`config.mk`:
```
export PLATFORM = sky130hd
export DESIGN_NAME = cfg_bus_arbiter
export DESIGN_NICKNAME = d
export VERILOG_FILES = /design/src/rtl/cfg_bus_arbiter_pkg.sv /design/src/rtl/cfg_rr_arb2.sv /design/src/rtl/cfg_bus_arbiter.sv
export SDC_FILE = /design/constraint.sdc
export NUM_CORES = 1
export LEC_CHECK = 0
export BUFFER_PORTS_ARGS = -buffer_cell sky130_fd_sc_hd__buf_2
export CAP_MARGIN = 10
export CORE_ASPECT_RATIO = 0.6
export CORE_MARGIN = 2
export CORE_UTILIZATION = 39
export DETAILED_ROUTE_END_ITERATION = 16
export PLACE_DENSITY_LB_ADDON = 0.12
export SYNTH_ARGS = -nofsm -noshare
export SYNTH_HDL_FRONTEND = slang
export SYNTH_SLANG_ARGS = --single-unit
```
`constraint.sdc`:
```
create_clock -name clk -period 3 [get_ports clk]
set_clock_uncertainty 0.05 [all_clocks]
set_input_delay 0.3 -clock clk [delete_from_list [all_inputs] [get_ports clk]]
set_output_delay 0.3 -clock clk [all_outputs]
set_load 0.01 [all_outputs]
```
`src/rtl/cfg_bus_arbiter_pkg.sv`:
```
// Shared types and constants for the configuration bus arbiter.
// Covers the slave select codes, the FSM states and the bus write payload.
package cfg_bus_arbiter_pkg;

  localparam int unsigned WIDTH_CONFIG_ADDR = 4;
  localparam int unsigned WIDTH_CONFIG_DATA = 8;
  localparam int unsigned WIDTH_WAIT        = 8;

  localparam logic [1:0] CFG_SEL_UART = 2'b01;
  localparam logic [1:0] CFG_SEL_VGA  = 2'b10;

  typedef enum logic [1:0] {
    ST_BOOT0 = 2'd0,
    ST_BOOT1 = 2'd1,
    ST_RUN   = 2'd2
  } cfg_state_e;

  typedef struct packed {
    logic [WIDTH_CONFIG_ADDR-1:0] addr;
    logic [WIDTH_CONFIG_DATA-1:0] data;
  } cfg_wr_t;

  // Only the UART and VGA windows decode to a real slave.
  function automatic logic cfg_addr_legal(input logic [WIDTH_CONFIG_ADDR-1:0] addr);
    return (addr[3:2] == CFG_SEL_UART) || (addr[3:2] == CFG_SEL_VGA);
  endfunction

endpackage

```
`src/rtl/cfg_rr_arb2.sv`:
```
// Two-way round-robin grant for the config bus requesters (A = host, B = debug).
// The pointer remembers the last requester that actually completed a handshake.
module cfg_rr_arb2
  import cfg_bus_arbiter_pkg::*;
(
  input  logic clk,
  input  logic rst_n,
  input  logic req_a,
  input  logic req_b,
  input  logic upd,
  input  logic upd_b,
  output logic gnt_a_c,
  output logic gnt_b_c
);

  // 0 = A was served last, 1 = B was served last
  logic rr_ptr_q;
  logic rr_ptr_d;

  always_comb begin
    gnt_a_c  = 1'b0;
    gnt_b_c  = 1'b0;
    rr_ptr_d = rr_ptr_q;
    if (req_a && req_b) begin
      gnt_a_c = rr_ptr_q;
      gnt_b_c = ~rr_ptr_q;
    end else begin
      gnt_a_c = req_a;
      gnt_b_c = req_b;
    end
    if (upd) begin
      rr_ptr_d = upd_b;
    end
  end

  always_ff @(posedge clk or negedge rst_n) begin
    if (!rst_n) begin
      rr_ptr_q <= 1'b0;
    end else begin
      rr_ptr_q <= rr_ptr_d;
    end
  end

endmodule

```
`src/rtl/cfg_bus_arbiter.sv`:
```
// Owns the UART/VGA config bus: runs the boot writes, then shares the bus between
// requesters A and B, dropping illegal addresses and writes stalled past TIMEOUT.
module cfg_bus_arbiter
  import cfg_bus_arbiter_pkg::*;
#(
  parameter logic [WIDTH_CONFIG_ADDR-1:0] BOOT_UART_ADDR = 4'b0100,
  parameter logic [WIDTH_CONFIG_DATA-1:0] BOOT_UART_DATA = 8'h00,
  parameter logic [WIDTH_CONFIG_ADDR-1:0] BOOT_VGA_ADDR  = 4'b1000,
  parameter logic [WIDTH_CONFIG_DATA-1:0] BOOT_VGA_DATA  = 8'h00,
  parameter int unsigned                  TIMEOUT        = 255
) (
  input  logic                         clk,
  input  logic                         rst_n,
  input  logic [WIDTH_CONFIG_ADDR-1:0] a_addr,
  input  logic [WIDTH_CONFIG_DATA-1:0] a_data,
  input  logic                         a_valid,
  output logic                         a_ready,
  input  logic [WIDTH_CONFIG_ADDR-1:0] b_addr,
  input  logic [WIDTH_CONFIG_DATA-1:0] b_data,
  input  logic                         b_valid,
  output logic                         b_ready,
  output logic [WIDTH_CONFIG_ADDR-1:0] c_addr,
  output logic [WIDTH_CONFIG_DATA-1:0] c_data,
  output logic                         c_valid,
  input  logic                         c_ready,
  output logic                         busy,
  output logic                         err_addr,
  output logic                         err_timeout
);

  cfg_state_e             state_q, state_d;
  cfg_wr_t                wr_q, wr_d;
  logic                   c_valid_q, c_valid_d;
  logic                   a_ready_q, a_ready_d;
  logic                   b_ready_q, b_ready_d;
  logic                   err_addr_q, err_addr_d;
  logic                   err_timeout_q, err_timeout_d;
  logic                   busy_q, busy_d;
  logic [WIDTH_WAIT-1:0]  wait_cnt_q, wait_cnt_d;

  logic                   gnt_a_c, gnt_b_c;
  logic                   hs_a, hs_b, arb_upd;
  logic                   accept, stall, expire, done;
  cfg_wr_t                req_wr_c;

  assign hs_a     = a_ready_q & a_valid;
  assign hs_b     = b_ready_q & b_valid;
  assign arb_upd  = (state_q == ST_RUN) & ~c_valid_q & (hs_a | hs_b);
  assign req_wr_c = hs_b ? cfg_wr_t'{addr: b_addr, data: b_data}
                         : cfg_wr_t'{addr: a_addr, data: a_data};

  // A c_ready in the final wait cycle wins over the timeout.
  assign accept = c_valid_q & c_ready;
  assign stall  = c_valid_q & ~c_ready;
  assign expire = stall & (wait_cnt_q == WIDTH_WAIT'(TIMEOUT - 1));
  assign done   = accept | expire;

  cfg_rr_arb2 u_arb (
    .clk     (clk),
    .rst_n   (rst_n),
    .req_a   (a_valid),
    .req_b   (b_valid),
    .upd     (arb_upd),
    .upd_b   (hs_b),
    .gnt_a_c (gnt_a_c),
    .gnt_b_c (gnt_b_c)
  );

  always_comb begin
    state_d       = state_q;
    wr_d          = wr_q;
    c_valid_d     = c_valid_q;
    a_ready_d     = 1'b0;
    b_ready_d     = 1'b0;
    err_addr_d    = 1'b0;
    err_timeout_d = expire;
    wait_cnt_d    = stall ? (wait_cnt_q + WIDTH_WAIT'(1)) : wait_cnt_q;

    unique case (state_q)
      ST_BOOT0: begin
        if (!c_valid_q) begin
          wr_d       = '{addr: BOOT_UART_ADDR, data: BOOT_UART_DATA};
          c_valid_d  = 1'b1;
          wait_cnt_d = '0;
        end else if (done) begin
          wr_d       = '{addr: BOOT_VGA_ADDR, data: BOOT_VGA_DATA};
          wait_cnt_d = '0;
          state_d    = ST_BOOT1;
        end
      end
      ST_BOOT1: begin
        if (done) begin
          c_valid_d = 1'b0;
          state_d   = ST_RUN;
        end
      end
      ST_RUN: begin
        if (c_valid_q) begin
          if (done) begin
            c_valid_d = 1'b0;
          end
        end else if (hs_a || hs_b) begin
          // Illegal payloads are still latched but never presented to the slaves.
          wr_d       = req_wr_c;
          c_valid_d  = cfg_addr_legal(req_wr_c.addr);
          err_addr_d = ~cfg_addr_legal(req_wr_c.addr);
          wait_cnt_d = '0;
        end else if (!err_addr_q && !err_timeout_q) begin
          a_ready_d = gnt_a_c;
          b_ready_d = gnt_b_c;
        end
      end
      default: begin
        state_d = ST_BOOT0;
      end
    endcase

    busy_d = (state_d != ST_RUN) | c_valid_d;
  end

  always_ff @(posedge clk or negedge rst_n) begin
    if (!rst_n) begin
      state_q       <= ST_BOOT0;
      wr_q          <= '0;
      c_valid_q     <= 1'b0;
      a_ready_q     <= 1'b0;
      b_ready_q     <= 1'b0;
      err_addr_q    <= 1'b0;
      err_timeout_q <= 1'b0;
      busy_q        <= 1'b1;
      wait_cnt_q    <= '0;
    end else begin
      state_q       <= state_d;
      wr_q          <= wr_d;
      c_valid_q     <= c_valid_d;
      a_ready_q     <= a_ready_d;
      b_ready_q     <= b_ready_d;
      err_addr_q    <= err_addr_d;
      err_timeout_q <= err_timeout_d;
      busy_q        <= busy_d;
      wait_cnt_q    <= wait_cnt_d;
    end
  end

  assign c_addr      = wr_q.addr;
  assign c_data      = wr_q.data;
  assign c_valid     = c_valid_q;
  assign a_ready     = a_ready_q;
  assign b_ready     = b_ready_q;
  assign busy        = busy_q;
  assign err_addr    = err_addr_q;
  assign err_timeout = err_timeout_q;

endmodule

```
==> run_results.csv, run 1 <==
group,metric,value,unit
run_status,outcome,"finished, final reports clean",
worst_hold_path,hold_path.class,"input pin to async pin",
routing,drc,0,
clocking,numCtsBuffers,5,
die,core,3740,um^2
placement,portBuffers,46,
grt,grt_pass1_wl,5340,um
yosys,syn_area,1560,um^2
finish,fillCellCount,345,
routing,vias,1216,
pwr,power_leakage,0.953,nW
sta,hold_viol_final,0,
yosys,yosys_warnings,0,
finish,drive_gt1_share,36.2,%
routing,drt_iter0_markers,61,
yosys,synth-seq-area-share,46.6,%
sta,maxSlewHeadroom,48.0,%
yosys,synth-main-ff-cell,"dfrtp_1",
yosys,ys_seq_elements,29,
critical_path,required,3.10,ns
finish,antenna_cells,0,
routing,wl_per_cell,14.0,um
die,num_rows,17,
routing,via_per_inst,5.00,
clocking,ctsLongestPathBuffers,2,
critical_path,cp_slowest_cell,"nor2b_1",
yosys,ys_types,36,
routing,dr.pass1.iters,5,
placement,gp_congestion,0.822,
die,start_util,41.7,%
critical_path,path_cells,"nor2b_1 -> o21a_1 -> o21ai_4 -> mux2_4",
yosys,synthArstFlopShare,100,%
yosys,synth_area_per_cell,10.3,um^2
clocking,cts.clk_slew.worst_paths,0.06,ns
clocking,worst_skew_pair.late_latency,0.27,ns
yosys,synth_fp_nets,182,
pwr,pwr_density_cell,838,nW/um^2
finish,area_delta_synth_final,20.3,%
sta,setup_viol,0,
die,dieHeight,53.0,um
flow_run,drv_cap,0,
clocking,cts-resized-gates,0,
placement,placed_cells,235,
sta,worst_pin_slew,0.777,ns
critical_path,max_stage_delay,0.58,ns
critical_path,end_kind,"register",
clocking,postCtsSetupBuffers,0,
pwr,peakVddDrop,368,uV
critical_path,critical_path.startpoint_type,"register",
clocking,cts_num_sinks,29,
clocking,h-tree-depth,2,
sta,fin_crit_sh,70.2,%
grt,gr-usage-all-layers,15.9,%
sta,period_needed,2.11,ns
die,die_area,4540,um^2
critical_path,critPathTopFamily,"simple AND/OR/NAND/NOR gates",
grt,overflow,0,
sta,setup_tns,0,ns
die,ioPinCount,47,
routing,ant_nets,0,
critical_path,worst-path-max-fanout,20,
clocking,cts-root-buf,"clkbuf_8",
critical_path,path_class,"register to register",
clocking,ctsHoldBuffers,0,
die,die_w,85.7,um
finish,finalNetCount,226,
grt,antenna_found_initial,0,
placement,hpwl,2570,um
finish,stdcell_count,243,
clocking,cts_tree,"built",
sta,report.final.slew_viol_count,0,
yosys,synth_edf_count,0,
grt,grt_max_degree,30,
sta,grt_setup_unrepaired,"false",
sta,max_freq,475,MHz
routing,routed_wl,3410,um
yosys,netlist_instances,151,
grt,grt_pass1_vias,1114,
critical_path,cp_data_arrival_time,2.21,ns
critical_path,crit_buf_inv,0,
logic make-up (layout without fill, tap and decap cells):
kind of cell	Yosys count	count (layout)	synth area share (%)
AOI/OAI and AO/OA	23	23	9.14
xor gates and xnor gates	9	9	5.05
adders and majority gates	2	2	1.60
buffers and inverters	12	57	5.45
DFF	29	29	46.6
muxes	15	15	13.2
and+or+nand+nor	61	61	18.9
state kept, by name (all words and copies together) (netlist names):
register	flops
c_data	8
c_addr	4
wait_cnt_q	8
err_timeout	1
b_ready	1
u_arb.rr_ptr_q	1
state_q	2
err_addr	1
busy	1
c_valid	1
a_ready	1
worst register-to-register path: stages, from the launching register on:
cell and delay (ns):
dfrtp_1 0.51, nor2b_1 0.58, o21a_1 0.26, o21ai_4 0.22, mux2_4 0.38
stage by stage:
step / area, um^2 / hold slack (ns) / util [%] / power, mW / worst slack [ns]
detailed placement: 1780 / 0.315 / 47.4 / 1.24 / 0.905
global placement: 1780 / 0.310 / 47.4 / 1.21 / 0.965
CTS: 1880 / 0.0254 / 50.1 / 1.59 / 0.884
floorplan: 1560 / -0.0456 / - / 1.10 / 1.26
finish: 1880 / 0.00112 / 50.1 / 1.57 / 0.895
global route: 1880 / 0.0525 / 50.1 / 1.67 / 0.794
power breakdown:
| group | leakage, nW | internal [mW] | switching, mW |
|---|---|---|---|
| Clock | 0.0542 | 0.207 | 0.140 |
| Sequential | 0.385 | 0.510 | 0.0998 |
| Combinational | 0.513 | 0.297 | 0.317 |
cells in the mapped netlist, types with 3 or more instances:
master | number | area, um^2
clkbuf_1 | 3 | 11.3
mux2_4 | 11 | 165
a21oi_1 | 11 | 55.1
inv_1 | 3 | 11.3
o21ai_0 | 6 | 30.0
dfrtp_1 | 28 | 701
nor2_1 | 11 | 41.3
xnor2_1 | 4 | 35.0
nand3_1 | 5 | 25.0
nand4_1 | 4 | 25.0
mux2i_1 | 3 | 30.0
nand2_1 | 28 | 105
xor2_1 | 5 | 43.8
metal layers:
metal	routed length, um	GRT usage [%]	vias to the layer above
met3	235	4.68	2
met5	0	0	-
met2	1610	25.8	37
li1	-	-	597
met4	14	4.76	0
met1	1550	20.9	580
cell usage in the layout (no fill, tap or decap), types with 4 or more instances in the layout:
cell type	n
buf_2	46
nand2_1	28
dfrtp_1	28
nor2_1	11
a21oi_1	11
mux2_4	11
clkbuf_8	7
o21ai_0	6
nand3_1	5
xor2_1	5
nand4_1	4
xnor2_1	4
layout make-up:
type                       instances  area, um^2  area share, %
sequential                        29         727           38.7
tap                               47        58.8           3.13
clock buffer                       7        96.3           5.13
multi-input combinational        110         748           39.9
clock inverter                     1        5.00          0.267
timing repair buffer              46         230           12.3
inverter                           3        11.3          0.600
worst paths after layout:
| check | from | end | slack, ns | cells after the start |
|---|---|---|---|---|
| max | c_valid | c_data[1] | 0.89 | 4 |
| min | rst_n | c_addr[0] | 0.001 | 1 |
| max reg2reg | c_valid | c_data[1] | 0.89 | 4 |
| min reg2reg | u_arb.rr_ptr_q | b_ready | 0.43 | 1 |
| max in group asynchronous | rst_n | err_timeout | 2.48 | 1 |
| min in group clk | a_valid | b_ready | 0.18 | 2 |
(Power assumes the default switching activity.)
==> inputs of run 2 (changes only) <==
==> constraint.sdc (replaced) <==
create_clock -name clk -period 1.8 [get_ports clk]
set_clock_uncertainty 0.05 [all_clocks]
set_input_delay 0.18 -clock clk [delete_from_list [all_inputs] [get_ports clk]]
set_output_delay 0.18 -clock clk [all_outputs]
set_load 0.01 [all_outputs]
==> run 2 against run 1 <==
  * Maximum frequency up 23%
  * Register-to-register slack got worse by 0.81 ns
  * Setup slack lost 0.81 ns
  * Final cell count increased by 3.7%
  * Clock-buffer cell count is the same
  * Routed wire length rose by 1.0%
  * Global-route usage grew 1.1 points
  * First-iteration DRC count shrank 1.6%
  * Critical path depth up 3
  * Sequential cell count is the same
  * Non-clock buffer count is 10 higher
  * Core utilization rose by 2.1 points
  * Critical endpoint unchanged
==> run_results.csv, run 2 (same netlist as run 1, synthesis figures left out) <==
group,metric,value,unit
run_status,outcome,"finished, final reports clean",
placement,hpwl,2570,um
die,num_rows,17,
pwr,pwr_density_cell,1380,nW/um^2
sta,max_freq,582,MHz
sta,grt_setup_unrepaired,"false",
routing,drt_iter0_markers,60,
critical_path,crit_buf_inv,2,
worst_hold_path,whs_path_depth,2,
critical_path,path_cells,"inv_1 -> ha_1 -> nand3_2 -> o21a_1 -> o21ai_4 -> buf_12 -> mux2_4",
die,start_util,41.7,%
routing,drc,0,
clocking,numCtsBuffers,5,
critical_path,required,1.90,ns
sta,period_needed,1.72,ns
grt,gr-usage-all-layers,17.0,%
critical_path,cp_data_arrival_time,1.82,ns
sta,setup_viol,0,
sta,hold_viol_final,0,
sta,report.final.slew_viol_count,0,
placement,placed_area,1860,um^2
sta,setup_tns,0,ns
critical_path,cp_slowest_cell,"dfrtp_1",
finish,final_cell_mix,"buf_2, nand2_1, dfrtp_1",
routing,dr.pass1.iters,6,
finish,finalNetCount,236,
critical_path,critPathTopFamily,"flip-flops",
placement,gp_congestion,0.758,
critical_path,r2r_cells,7,
sta,worst_pin_slew,0.651,ns
critical_path,path_depth,7,
clocking,ctsLongestPathBuffers,2,
die,core,3740,um^2
grt,grt_pass1_wl,5680,um
routing,wl_per_cell,13.7,um
sta,fin_crit_sh,95.4,%
routing,routed_wl,3440,um
clocking,cts-root-buf,"clkbuf_8",
die,ioPinCount,47,
grt,grt_max_degree,30,
die,die_area,4540,um^2
critical_path,critical_path.startpoint_type,"register",
clocking,cts.clk_slew.worst_paths,0.06,ns
finish,drive_gt1_share,38.5,%
critical_path,max_stage_delay,0.37,ns
critical_path,worst-path-max-fanout,20,
die,die_w,85.7,um
routing,via_per_inst,5.02,
clocking,cts_tree,"built",
critical_path,end_kind,"register",
flow_run,drv_cap,0,
critical_path,path_class,"register to register",
grt,overflow,0,
routing,vias,1266,
clocking,worst_skew_pair.late_latency,0.27,ns
finish,final_common_cell,"buf_2",
pwr,power.total,2.69,mW
finish,antenna_cells,0,
worst_hold_path,hold_path.class,"input pin to register",
pwr,power_leakage,0.994,nW
clocking,h-tree-depth,2,
routing,ant_nets,0,
grt,grt_pass1_vias,1182,
placement,portBuffers,46,
die,dieHeight,53.0,um
finish,fin_area,1960,um^2
finish,area_delta_synth_final,25.4,%
grt,antenna_found_initial,0,
clocking,cts_num_sinks,29,
sta,maxSlewHeadroom,56.6,%
pwr,peakVddDrop,669,uV
## run 2: cell types whose count changed in the layout (fill, tap and decap cells not counted), sizes merged
| cell | delta |
|---|---|
| buf | +9 |
| clkinv | -1 |
| dlygate4sd3 | +1 |
## run 2: layout make-up
class | instances | area (um^2)
clock buffer | 7 | 86.3
fill | 351 | 1790
inverter | 3 | 11.3
multi-input combinational | 110 | 753
sequential | 29 | 727
tap | 47 | 58.8
timing repair buffer | 56 | 320
## run 2: metrics by stage
stage / hold WS, ns / cells / util (%) / setup WS, ns
after global placement: 0.196 / 244 / 49.6 / 0.135
final: 0.0744 / 252 / 52.3 / 0.0832
after global routing: 0.0670 / 252 / 52.3 / 0.0324
after floorplan: -0.166 / 151 / - / 0.0646
after detailed placement: 0.204 / 244 / 49.6 / 0.0844
after CTS: 0.0652 / 252 / 52.1 / 0.0680
## run 2: per-layer routing
layer,track usage (%),wire (um),vias to the layer above
met1,23.4,1730,604
met4,7.14,36,0
li1,-,-,620
met5,0,0,-
met3,4.99,197,5
met2,25.0,1480,37
## run 2: power breakdown
| part | switching, mW | internal [mW] | total, mW |
|---|---|---|---|
| logic | 0.572 | 0.602 | 1.17 |
| registers | 0.140 | 0.851 | 0.991 |
| clock network | 0.224 | 0.302 | 0.526 |
| total | 0.935 | 1.76 | 2.69 |
## run 2: final timing paths
kind / start / endpoint / slack (ns)
max: wait_cnt_q[0] / c_data[1] / 0.08
max in group asynchronous: rst_n / c_data[5] / 0.86
min: a_valid / b_ready / 0.07
max reg2reg: wait_cnt_q[0] / c_data[1] / 0.08
min reg2reg: u_arb.rr_ptr_q / b_ready / 0.44
min in group asynchronous: rst_n / wait_cnt_q[6] / 0.41
## run 2: what timing repair did
item	CTS	global route
hold endpoints to repair	28	0
setup endpoints to repair	0	6
hold buffers	1	0
buffers inserted	0	0
gates resized for setup	0	1
==> inputs of run 3 (changes only) <==
==> constraint.sdc (replaced) <==
create_clock -name clk -period 2.1 [get_ports clk]
set_clock_uncertainty 0.05 [all_clocks]
set_input_delay 0.21 -clock clk [delete_from_list [all_inputs] [get_ports clk]]
set_output_delay 0.21 -clock clk [all_outputs]
set_load 0.01 [all_outputs]
==> run 3 against run 2 <==
  * Register-to-register slack improved by 0.18 ns
  * Die area stayed put
  * Worst hold slack better by 0.020 ns
  * Final cell count decreased by 1.2%
  * Combinational power is 18% lower
  * Non-clock buffer count fell by 4
  * Power down 16%
  * Clock-buffer cell count grew 1
  * Core utilization is 1.1 points lower
  * Sequential power down 13%
  * Routed wire length shrank 1.1%
  * Sequential cell count is the same
==> run_results.csv, run 3 (same netlist as run 1, synthesis figures left out) <==
group,metric,value,unit
die,dieHeight,53.0,um
critical_path,cp_slowest_cell,"dfrtp_1",
routing,dr.pass1.iters,4,
grt,top_usage_layer,"met2",
finish,multiInputGateArea,748,um^2
critical_path,end_kind,"register",
critical_path,crit_buf_inv,2,
clocking,cts_num_sinks,29,
placement,placed_cells,240,
placement,portBuffers,46,
routing,via_per_inst,5.00,
grt,grt_use_met1,22.6,%
finish,fillCellCount,349,
sta,whs,0.0947,ns
placement,hpwl,2480,um
finish,seq_area,727,um^2
grt,grt_pass1_vias,1203,
clocking,cts-root-buf,"clkbuf_8",
grt,overflow,0,
finish,final_cell_mix,"buf_2, nand2_1, dfrtp_1",
run_status,outcome,"finished, final reports clean",
sta,setup_tns,0,ns
critical_path,required,2.20,ns
die,start_util,41.7,%
finish,antenna_cells,0,
routing,vias,1246,
pwr,power.total,2.26,mW
grt,grt_use_met3,5.15,%
routing,drt_iter0_markers,32,
die,ioPinCount,47,
die,die_w,85.7,um
grt,gr-usage-all-layers,16.4,%
finish,area_delta_synth_final,22.8,%
routing,routed_wl,3410,um
critical_path,critical_path.startpoint_type,"register",
sta,max_freq,545,MHz
pwr,power_leakage,0.969,nW
grt,met2_usage,25.1,%
routing,drc,0,
sta,worst_pin_slew,0.642,ns
critical_path,path_cells,"inv_1 -> ha_1 -> nand3_1 -> o21a_1 -> o21ai_4 -> buf_12 -> mux2_4",
die,num_rows,17,
critical_path,critPathTopFamily,"compound AO/OA/AOI/OAI gates",
finish,final_common_cell,"buf_2",
critical_path,cp_data_arrival_time,1.94,ns
finish,finalNetCount,232,
clocking,ctsLongestPathBuffers,2,
routing,wl_per_cell,13.7,um
die,core,3740,um^2
finish,fin_area,1920,um^2
routing,ant_nets,0,
sta,hold_viol_final,0,
critical_path,path_class,"register to register",
finish,stdcell_count,249,
pwr,pwr_density_cell,1180,nW/um^2
critical_path,worst-path-max-fanout,18,
grt,grt_pass1_wl,5640,um
sta,grt_setup_unrepaired,"false",
placement,place_ws,0.277,ns
sta,report.final.slew_viol_count,0,
sta,maxSlewHeadroom,57.2,%
grt,antenna_found_initial,0,
placement,gp_congestion,0.778,
clocking,h-tree-depth,2,
clocking,numCtsBuffers,5,
sta,setup_viol,0,
critical_path,max_stage_delay,0.41,ns
placement,placed_area,1830,um^2
clocking,postCtsSetupBuffers,0,
sta,fin_crit_sh,87.4,%
pwr,peakVddDrop,487,uV
clocking,cts_tree,"built",
clocking,cts.clk_slew.worst_paths,0.06,ns
finish,utilization,51.2,%
clocking,worst_skew_pair.late_latency,0.27,ns
flow_run,drv_cap,0,
worst_hold_path,hold_path.class,"input pin to register",
grt,grt_max_degree,30,
sta,fin_ws,0.264,ns
finish,drive_gt1_share,36.1,%
sta,period_needed,1.84,ns
die,die_area,4540,um^2
-- run 3: changes by cell type in the layout (fill, tap and decap cells not counted), sizes merged --
cell    delta
buf        -4
clkbuf     +1
-- run 3: final cells by class --
type	count	share of cell area, %
Multi-Input combinational cell	110	39.1
Sequential cell	29	37.9
Inverter	3	0.588
Timing Repair Buffer	52	15.2
Tap cell	47	3.07
Clock buffer	8	4.18
-- run 3: worst reg2reg max path, stage by stage (launching register included) --
cell	delay, ns
dfrtp_1	0.41
inv_1	0.07
ha_1	0.14
nand3_1	0.10
o21a_1	0.22
o21ai_4	0.21
buf_12	0.20
mux2_4	0.32
-- run 3: worst paths after layout --
check	end	cells past startpoint	startpoint	slack (ns)
setup / recovery	c_addr[0]	7	wait_cnt_q[0]	0.26
hold / removal	b_ready	2	a_valid	0.09
setup reg to reg	c_addr[0]	7	wait_cnt_q[0]	0.26
hold reg to reg	b_ready	1	u_arb.rr_ptr_q	0.45
max in group asynchronous	wait_cnt_q[2]	2	rst_n	1.14
min in group asynchronous	wait_cnt_q[3]	2	rst_n	0.44
-- run 3: what timing repair did --
action / 4_1_cts / 5_1_grt
resized for setup: 0 / 0
hold buffers: 1 / 0
endpoints found under the hold margin: 28 / 0
-- run 3: routing by layer --
| layer | wire [um] | vias to the layer above |
|---|---|---|
| li1 | - | 608 |
| met1 | 1760 | 606 |
| met2 | 1440 | 28 |
| met3 | 179 | 4 |
| met4 | 21 | 0 |
| met5 | 0 | - |
-- run 3: power breakdown --
part | total [mW] | leakage [nW] | internal [mW] | switching, mW
Sequential | 0.865 | 0.385 | 0.729 | 0.136
Clock | 0.431 | 0.0395 | 0.235 | 0.196
Combinational | 0.964 | 0.544 | 0.493 | 0.471
Total | 2.26 | 0.969 | 1.46 | 0.802
